--- src/rtl/ddr3_sniff_pkg.sv ---
// Shared constants and FSM state type for the DDR3 sniff reader.
package ddr3_sniff_pkg;

  localparam int DATA_W = 288;
  localparam int MASK_W = 36;

  localparam logic [2:0] CMD_WRITE = 3'b000;
  localparam logic [2:0] CMD_READ  = 3'b001;

  typedef enum logic [1:0] {IDLE, ISSUE, DRAIN} state_e;

endpackage

--- src/rtl/ddr3_sniff_fifo.sv ---
// Synchronous read-data FIFO; DEPTH must be a power of two. The level output
// feeds the reader's issue-credit calculation.
module ddr3_sniff_fifo
  import ddr3_sniff_pkg::*;
#(
  parameter int DEPTH = 16
)(
  input  logic                     clk,
  input  logic                     rst,
  input  logic                     push_i,
  input  logic [DATA_W-1:0]        push_data_i,
  input  logic                     pop_i,
  output logic [DATA_W-1:0]        pop_data_o,
  output logic                     empty_o,
  output logic [$clog2(DEPTH):0]   level_o
);

  localparam int PTR_W = $clog2(DEPTH);
  localparam int LVL_W = PTR_W + 1;

  logic [DATA_W-1:0] mem [DEPTH];
  logic [PTR_W-1:0]  wr_ptr_q, rd_ptr_q;
  logic [LVL_W-1:0]  level_q;
  logic              do_push, do_pop;

  assign do_push = push_i && (level_q != LVL_W'(DEPTH));
  assign do_pop  = pop_i && (level_q != '0);

  // NOTE: the storage array has no reset; pointers and level alone define what is valid.
  always_ff @(posedge clk) begin
    if (do_push) mem[wr_ptr_q] <= push_data_i;
  end

  // NOTE: sequential state uses <= so every register sees pre-edge values of its peers.
  always_ff @(posedge clk) begin
    if (rst) begin
      wr_ptr_q <= '0;
      rd_ptr_q <= '0;
      level_q  <= '0;
    end else begin
      if (do_push) wr_ptr_q <= wr_ptr_q + PTR_W'(1);
      if (do_pop)  rd_ptr_q <= rd_ptr_q + PTR_W'(1);
      level_q <= level_q + LVL_W'(do_push) - LVL_W'(do_pop);
    end
  end

  assign pop_data_o = mem[rd_ptr_q];
  assign empty_o    = (level_q == '0);
  assign level_o    = level_q;

endmodule

--- src/rtl/ddr3_sniff_reader.sv ---
// Issues credit-limited DDR3 read commands and buffers the returned beats.
// Optional macro DDR3_SNIFF_ERR_EN enables the stray-beat error counter.
module ddr3_sniff_reader
  import ddr3_sniff_pkg::*;
#(
  parameter int          FIFO_DEPTH    = 16,
  parameter logic [31:0] ADDR_STEP     = 32'd8,
  parameter int          BEATS_PER_CMD = 2
)(
  input  logic              clk,
  input  logic              rst,
  input  logic              start,
  input  logic [31:0]       start_addr,
  input  logic [7:0]        cmd_count,
  output logic              busy,
  output logic              done,
  output logic [31:0]       ddr_addr,
  output logic [2:0]        ddr_cmd,
  output logic              ddr_en,
  output logic              ddr_wdf_wren,
  output logic              ddr_wdf_end,
  output logic [DATA_W-1:0] ddr_wdf_data,
  output logic [MASK_W-1:0] ddr_wdf_mask,
  input  logic              ddr_rdy,
  input  logic              ddr_wdf_rdy,
  input  logic [DATA_W-1:0] ddr_rd_data,
  input  logic              ddr_rd_data_valid,
  input  logic              ddr_rd_data_end,
  output logic [DATA_W-1:0] out_data,
  output logic              out_valid,
  input  logic              out_ready,
  output logic [15:0]       err_count
);

  localparam int LVL_W = $clog2(FIFO_DEPTH) + 1;
  localparam int CR_W  = LVL_W + 1;

  state_e           state_q;
  logic             busy_q, done_q;
  logic [31:0]      addr_q;
  logic [7:0]       remain_q;
  logic [LVL_W-1:0] outstanding_q, outstanding_d;
  logic [LVL_W-1:0] fifo_level;
  logic [CR_W-1:0]  committed;
  logic             fifo_empty, accept, push, stray, pop;
  logic             unused_inputs;

  // Issue only while the FIFO can absorb every promised beat plus this command's.
  assign committed = CR_W'(fifo_level) + CR_W'(outstanding_q);
  assign ddr_en    = (state_q == ISSUE) &&
                     (committed + CR_W'(BEATS_PER_CMD) <= CR_W'(FIFO_DEPTH));
  assign accept    = ddr_en && ddr_rdy;
  assign push      = ddr_rd_data_valid && (outstanding_q != '0);
  assign stray     = ddr_rd_data_valid && (outstanding_q == '0);
  assign pop       = !fifo_empty && out_ready;

  // NOTE: default assignment first, so no path leaves outstanding_d unassigned (no latch).
  always_comb begin
    outstanding_d = outstanding_q;
    if (accept) outstanding_d = outstanding_d + LVL_W'(BEATS_PER_CMD);
    if (push)   outstanding_d = outstanding_d - LVL_W'(1);
  end

  always_ff @(posedge clk) begin
    if (rst) begin
      state_q       <= IDLE;
      busy_q        <= 1'b0;
      done_q        <= 1'b0;
      addr_q        <= '0;
      remain_q      <= '0;
      outstanding_q <= '0;
    end else begin
      done_q        <= 1'b0;
      outstanding_q <= outstanding_d;
      case (state_q)
        IDLE: begin
          if (start) begin
            if (cmd_count != 8'd0) begin
              addr_q   <= start_addr;
              remain_q <= cmd_count;
              busy_q   <= 1'b1;
              state_q  <= ISSUE;
            end else begin
              done_q <= 1'b1;
            end
          end
        end
        ISSUE: begin
          if (accept) begin
            addr_q   <= addr_q + ADDR_STEP;
            remain_q <= remain_q - 8'd1;
            if (remain_q == 8'd1) state_q <= DRAIN;
          end
        end
        DRAIN: begin
          if (outstanding_d == '0) begin
            state_q <= IDLE;
            busy_q  <= 1'b0;
            done_q  <= 1'b1;
          end
        end
        default: state_q <= IDLE;
      endcase
    end
  end

  ddr3_sniff_fifo #(.DEPTH(FIFO_DEPTH)) u_fifo (
    .clk         (clk),
    .rst         (rst),
    .push_i      (push),
    .push_data_i (ddr_rd_data),
    .pop_i       (pop),
    .pop_data_o  (out_data),
    .empty_o     (fifo_empty),
    .level_o     (fifo_level)
  );

`ifdef DDR3_SNIFF_ERR_EN
  logic [15:0] err_q;
  always_ff @(posedge clk) begin
    if (rst)                            err_q <= '0;
    else if (stray && err_q != 16'hFFFF) err_q <= err_q + 16'd1;
  end
  assign err_count = err_q;
`else
  assign err_count = '0;
`endif

  assign busy         = busy_q;
  assign done         = done_q;
  assign ddr_addr     = addr_q;
  assign ddr_cmd      = CMD_READ;
  assign ddr_wdf_wren = 1'b0;
  assign ddr_wdf_end  = 1'b0;
  assign ddr_wdf_data = '0;
  assign ddr_wdf_mask = '1;
  assign out_valid    = !fifo_empty;

  // End-of-burst and write-ready are informational; stray feeds only the optional counter.
  assign unused_inputs = &{1'b0, ddr_wdf_rdy, ddr_rd_data_end, stray};

endmodule
--- config.mk ---
export PLATFORM = sky130hd
export DESIGN_NAME = ddr3_sniff_reader
export DESIGN_NICKNAME = d
export VERILOG_FILES = /design/src/rtl/ddr3_sniff_pkg.sv /design/src/rtl/ddr3_sniff_fifo.sv /design/src/rtl/ddr3_sniff_reader.sv
export SDC_FILE = /design/constraint.sdc
export NUM_CORES = 2
export LEC_CHECK = 0
export ABC_AREA = 0
export BUFFER_PORTS_ARGS = -buffer_cell sky130_fd_sc_hd__clkbuf_2
export CAP_MARGIN = 20
export CORE_ASPECT_RATIO = 0.6
export CORE_MARGIN = 2
export CORE_UTILIZATION = 60
export CTS_CLUSTER_DIAMETER = 100
export DETAILED_ROUTE_END_ITERATION = 10
export PLACE_DENSITY = 0.8
export SYNTH_ARGS = -nofsm -noshare
export SYNTH_HDL_FRONTEND = slang
export SYNTH_MEMORY_MAX_BITS = 65536
export SYNTH_SLANG_ARGS = --single-unit
--- constraint.sdc ---
create_clock -name clk -period 28.9 [get_ports clk]
set_input_delay 5.78 -clock clk [delete_from_list [all_inputs] [get_ports clk]]
set_output_delay 5.78 -clock clk [all_outputs]
set_load 0.02 [all_outputs]
After elaboration in Yosys (flattened, before gate mapping):

Memory sizes are Yosys's and may differ from the RTL's. A register that Yosys moved wholly into a read port is not among the register bits.
Cells that the tools add are included.

* bits in writable memories: 4608
* input bits: 336
* output and inout port bits: 669
* memories kept: 1
* logic and storage cells: 76
* register bits: 62

Memories
* u_fifo.mem: words 16, width 288, read ports 1, clocked after memory_dff 1, wr ports 1, line ddr3_sniff_fifo.sv:21 `logic [DATA_W-1:0] mem [DEPTH];`

* $add $sub $neg: 10
* equality and inequality tests: 9
* reductions and logical operators: 18
* $lt $le $gt $ge: 1
* muxes and demuxes: 28

Operator list (number)
* 2-to-1 mux 32 bit: 3
* one-hot mux 32 bit (2 select lines): 1
* adder 32 x 4 -> 32 bit (second input constant): 1
* 2-to-1 mux 8 bit: 3
* one-hot mux 8 bit (2 select lines): 1
* logical NOT 5 bit: 2
* 2-to-1 mux 2 bit: 5
* 2-to-1 mux 5 bit: 2
* nonzero test 5 bit: 2
* adder 4 x 1 -> 4 bit (second input constant): 2
* == test 8 x 1 -> 1 bit (second input constant): 1
* 2-to-1 mux 1 bit: 8
* 2-to-1 mux 4 bit: 2
* inequality test 2 bit (second input constant): 4
* AND reduction 4 bit: 2
* nonzero test 8 bit: 1
* subtractor 8 x 1 -> 8 bit (second input constant): 1
* adder 5 x 5 -> 6 bit: 1
* adder 6 x 2 -> 6 bit (second input constant): 1
* <= comparator 6 x 5 -> 1 bit (second input constant): 1
* logical AND 1 bit: 6
* one-hot mux 2 bit (3 select lines): 1
* adder 5 x 1 -> 5 bit: 1
* adder 5 x 2 -> 5 bit (second input constant): 1
* other kinds (11): 13

Longest topological paths before layout:

* depth after elaboration: 11
* depth in mapped cells: 18
* mapped depth without buffers: 18

Hierarchy:

A second synthesis with hierarchy kept.

* cells, all modules: 8278
* area total of the unflattened synthesis: 179084.3 um^2

Modules (own cells, without submodules)
* ddr3_sniff_fifo: area an instance 173343.8 um^2, cells an instance 7504, times used 1, sequential area each 138713.0 um^2
* ddr3_sniff_reader: area an instance 5740.5 um^2, cells an instance 774, times used 1, sequential area each 980.9 um^2

Worst setup path before layout:

No wires, ideal clock.

* path kind: input to register
* from: in ddr_rd_data_valid
* to: mem u_fifo.mem[0][0], enable pin
* data required time: 28.215 ns
* cell stages on the path: 4
* arrival: 13.256 ns
* slack: 14.959 ns
* path buffers: 0
* library setup time: 0.685 ns
* cells stage by stage: o41ai_1 a31oi_1 nor3b_1 and2_1

* longest elaborated chain between the ends: 4

RTL lines
* start, declared: line ddr3_sniff_reader.sv:27 `input logic ddr_rd_data_valid,`
* logical AND 1 bit: line ddr3_sniff_reader.sv:53 `assign push = ddr_rd_data_valid && (outstanding_q != '0);`
* logical AND 1 bit: line ddr3_sniff_fifo.sv:26 `assign do_push = push_i && (level_q != LVL_W'(DEPTH));`
* via u_fifo.do_push: line ddr3_sniff_fifo.sv:24 `logic do_push, do_pop;`
* 2-to-1 mux 1 bit: line ddr3_sniff_fifo.sv:31 `if (do_push) mem[wr_ptr_q] <= push_data_i;`
* 2-to-1 mux 1 bit (not written as such): line ddr3_sniff_fifo.sv:31
* end, declared: line ddr3_sniff_fifo.sv:21

The timed path passes the listed nets, and every way through them passes these cells.

==> results_dict.tcl <==
set metrics [dict create \
    drive_above_1_share 0.3309 \
    fmax_ghz 0.06947 \
    grt.total_usage 0.2947 \
    drt_iter0_drc 12180 \
    drt-wirelength-per-cell_um 35.55 \
    yosysWarnings 0 \
    hold_buffers 0 \
    cts_buffer_depth 4 \
    wl_um 448200 \
    core_um2 297100 \
    portBuffers 657 \
    synthCells 7375 \
    synth_enable_flop_cells 4608 \
    syn_area_um2 179100 \
    dp_hpwl_um 208200 \
    worst_clock_skew_ns 0.08954 \
    synth_seq_area_share 0.7801 \
    postCtsSetupRepairBufs 0 \
    vias 85800 \
    place_congestion 0.7761 \
    cp_max_fo 137 \
    clock_latency_ns 0.95 \
    rsz0062_at_grt "false" \
    min_path_type "reg -> reg" \
    synthDistinctLibCells 66 \
    final_cells 12610 \
    hold_viol 0 \
    internal-power_uw 12430 \
    min_period_over_period 0.4981 \
    tns_ns 0 \
    die_h_um 427.2 \
    cts_resized 0 \
    min_to "ddr_addr[2]$_SDFFE_PP0P_" \
    setup_violations 0 \
    initial_utilization 0.6027 \
    die_w_um 709.3 \
    ir_drop_mv 0.07375 \
    combPwrFrac 0.211 \
    antenna_found_initial 68 \
    dr.pass1.iters 6 \
    cts.sinks 4674 \
    avgSynthCellArea_um2 24.28 \
    design.portCount 1005 \
    viasPerCell 6.806 \
    final_nets 8581 \
    synth_ff_type "edfxtp_1" \
    crit_path_end_kind "primary output" \
    synth_seq_cells 4674 \
    min_path_cells 2 \
    holdCritStartpoint "ddr_addr[2]$_SDFFE_PP0P_" \
    post-route-min-period_ns 14.39 \
    clkPwrFrac 0.330 \
    reg2reg_depth 10 \
    async_reset_ff_frac 0 \
    reg2reg_slack_ns 22.66 \
    p_switching_uw 4663 \
    powerDensity_nw_per_um2 85.64 \
    dp_cells 11810 \
    dpl_cell_area_um2 185900 \
    grt_pass1_wl_um 637100 \
    cts_tree "built" \
    dieArea_um2 303000 \
    rows 155 \
    hold_ws_ns 0.5044 \
    maxSlewHeadroom 0.2343 \
    required_ns 23.12 \
    worst_slew_pin_slew_ns 1.149 \
    route.detailed.drc 0 \
    cts-root-buf "clkbuf_16" \
    critPathLaunchType "flip-flop" \
    tritoncts.num_buffers 405 \
    p_sw_frac 0.2728 \
    critPathKind "reg -> out" \
    path_clk_slew_ns 0.07 \
    grt_max_degree 150 \
    timing.rr.end "u_fifo.mem[8][228]$_DFFE_PP_" \
    grt_overflow 0 \
    arrival_ns 8.61 \
    ctsHtreeMaxLevel 5 \
    area_delta_synth_final_pct 11.49 \
    stdcell_area_um2 199600 \
    power_frac_seq 0.459 \
    ant_nets 0 \
    status "complete, no violations" \
    r2r_start "outstanding_q[3]$_SDFF_PP0_" \
    slew_violations 0 \
    leakage_uw 0.06205 \
    drv_cap 0 \
    grt_pass1_vias 87420 \
]
## flip-flops by register name (all words and copies together) (netlist names), named ones only
register and flops:
u_fifo.mem 4608, ddr_addr 32, remain_q 8, outstanding_q 5, u_fifo.level_o 5, u_fifo.rd_ptr_q 4
u_fifo.wr_ptr_q 4, state_q 2, busy 1, done 1
## worst max-delay path by stage
stage,from,to,slack (ns),depth (start not counted)
2_1_floorplan,ddr_rd_data_valid,u_fifo.mem[0][0]$_DFFE_PP_,14.96,4
3_3_place_gp,flip-flop,out_data[104],15.69,9
4_1_cts,flip-flop,out_data[104],14.49,9
6_report,flip-flop,out_data[104],14.51,9
5_1_grt,flip-flop,out_data[104],14.29,9
3_5_place_dp,flip-flop,out_data[104],15.58,9
## logic make-up (layout without fill, tap and decap cells)
kind of cell	after synthesis	count (layout)	share of synthesized area
other cells	2	393	0.00004194
buf+inv	730	1568	0.02320
fa+ha+maj	27	27	0.001970
xor+xnor	17	17	0.0008315
simple gates	252	252	0.007316
mux	1449	1449	0.1785
compound gates	224	224	0.008001
flops	4674	4674	0.7801
## synthesized netlist by cell type (all sizes together) (3+ instances only)
cell type	n	area (um2)
and4	3	26.28
nor2b	48	307.8
o21ai	24	123.9
and2	21	131.4
a22oi	6	45.04
o22ai	10	62.56
o32ai	4	35.03
and3	7	43.79
inv	24	90.09
xnor2	8	70.07
a211oi	65	493.0
nand4	10	62.56
nand2	49	183.9
mux2	3	37.53
ha	25	312.8
xor2	9	78.83
nand3	16	85.08
edfxtp	4608	138400
a22o	4	35.03
buf	500	3291
a2bb2oi	4	35.03
a21oi	85	425.4
dfxtp	66	1321
clkbuf	206	773.2
nor4	7	43.79
o31ai	3	22.52
nor3	12	65.06
nand2b	4	25.02
a31oi	5	31.28
nor2	63	239.0
mux4	1395	31420
mux2i	51	510.5
## placed cells by master, fill, tap and decap left out, types with 23 or more instances in the layout
| master | n |
|---|---|
| a211oi_1 | 64 |
| a21oi_1 | 85 |
| buf_4 | 121 |
| bufinv_16 | 57 |
| clkbuf_1 | 63 |
| clkbuf_16 | 409 |
| clkbuf_2 | 657 |
| clkinv_1 | 74 |
| clkinv_2 | 89 |
| clkinvlp_4 | 23 |
| conb_1 | 345 |
| dfxtp_1 | 62 |
| diode_2 | 48 |
| edfxtp_1 | 4608 |
| ha_1 | 25 |
| inv_1 | 24 |
| mux2i_1 | 51 |
| mux4_2 | 1395 |
| nand2_1 | 49 |
| nor2_1 | 62 |
| nor2b_1 | 47 |
## routing by layer
layer | up-vias | wire (um) | global-route usage | share of wire
met1 | 45670 | 158800 | 0.3985 | 0.35
met4 | 44 | 17810 | 0.1175 | 0.040
met3 | 990 | 44870 | 0.06083 | 0.10
li1 | 32680 | - | - | -
met2 | 6426 | 226500 | 0.4806 | 0.51
met5 | - | 303 | 0 | 0.00068
## worst max-delay path, stage by stage, from the launching register on
cell and delay [ns]:
dfxtp_4 1.00, buf_12 0.68, buf_4 0.78, buf_4 0.87
buf_4 1.00, buf_4 0.96, buf_4 0.84, mux4_2 0.45
mux4_2 0.56, clkbuf_2 0.19
## per-stage QoR
stage	worst slack (ns)	util	total power, uW
after global placement	15.69	0.6258	11380
after global routing	14.29	0.6718	17560
after CTS	14.49	0.6713	17150
final	14.51	0.6719	17100
after detailed placement	15.58	0.6258	11480
after floorplan	14.96	-	10510
## layout make-up
cell class	instances	area, um2
repair buffers	799	4632
clock inverters	272	3035
multi-input cells	2314	36550
well taps	4003	5009
diodes	48	120.1
flip-flops and latches	4674	139700
fillers	17190	97480
inverters	24	90.09
clock buffers	473	10490
## power by group through the flow
stage                     clock (uW)  sequential, uW  combinational [uW]
final                           5650            7850                3600
after CTS                       5690            7850                3610
after detailed placement           0            7980                3500
after floorplan                    0            8000                2510
after global placement             0            7950                3440
after global routing            5920            7860                3770
Note: power is estimated with default switching activity, not from simulation.
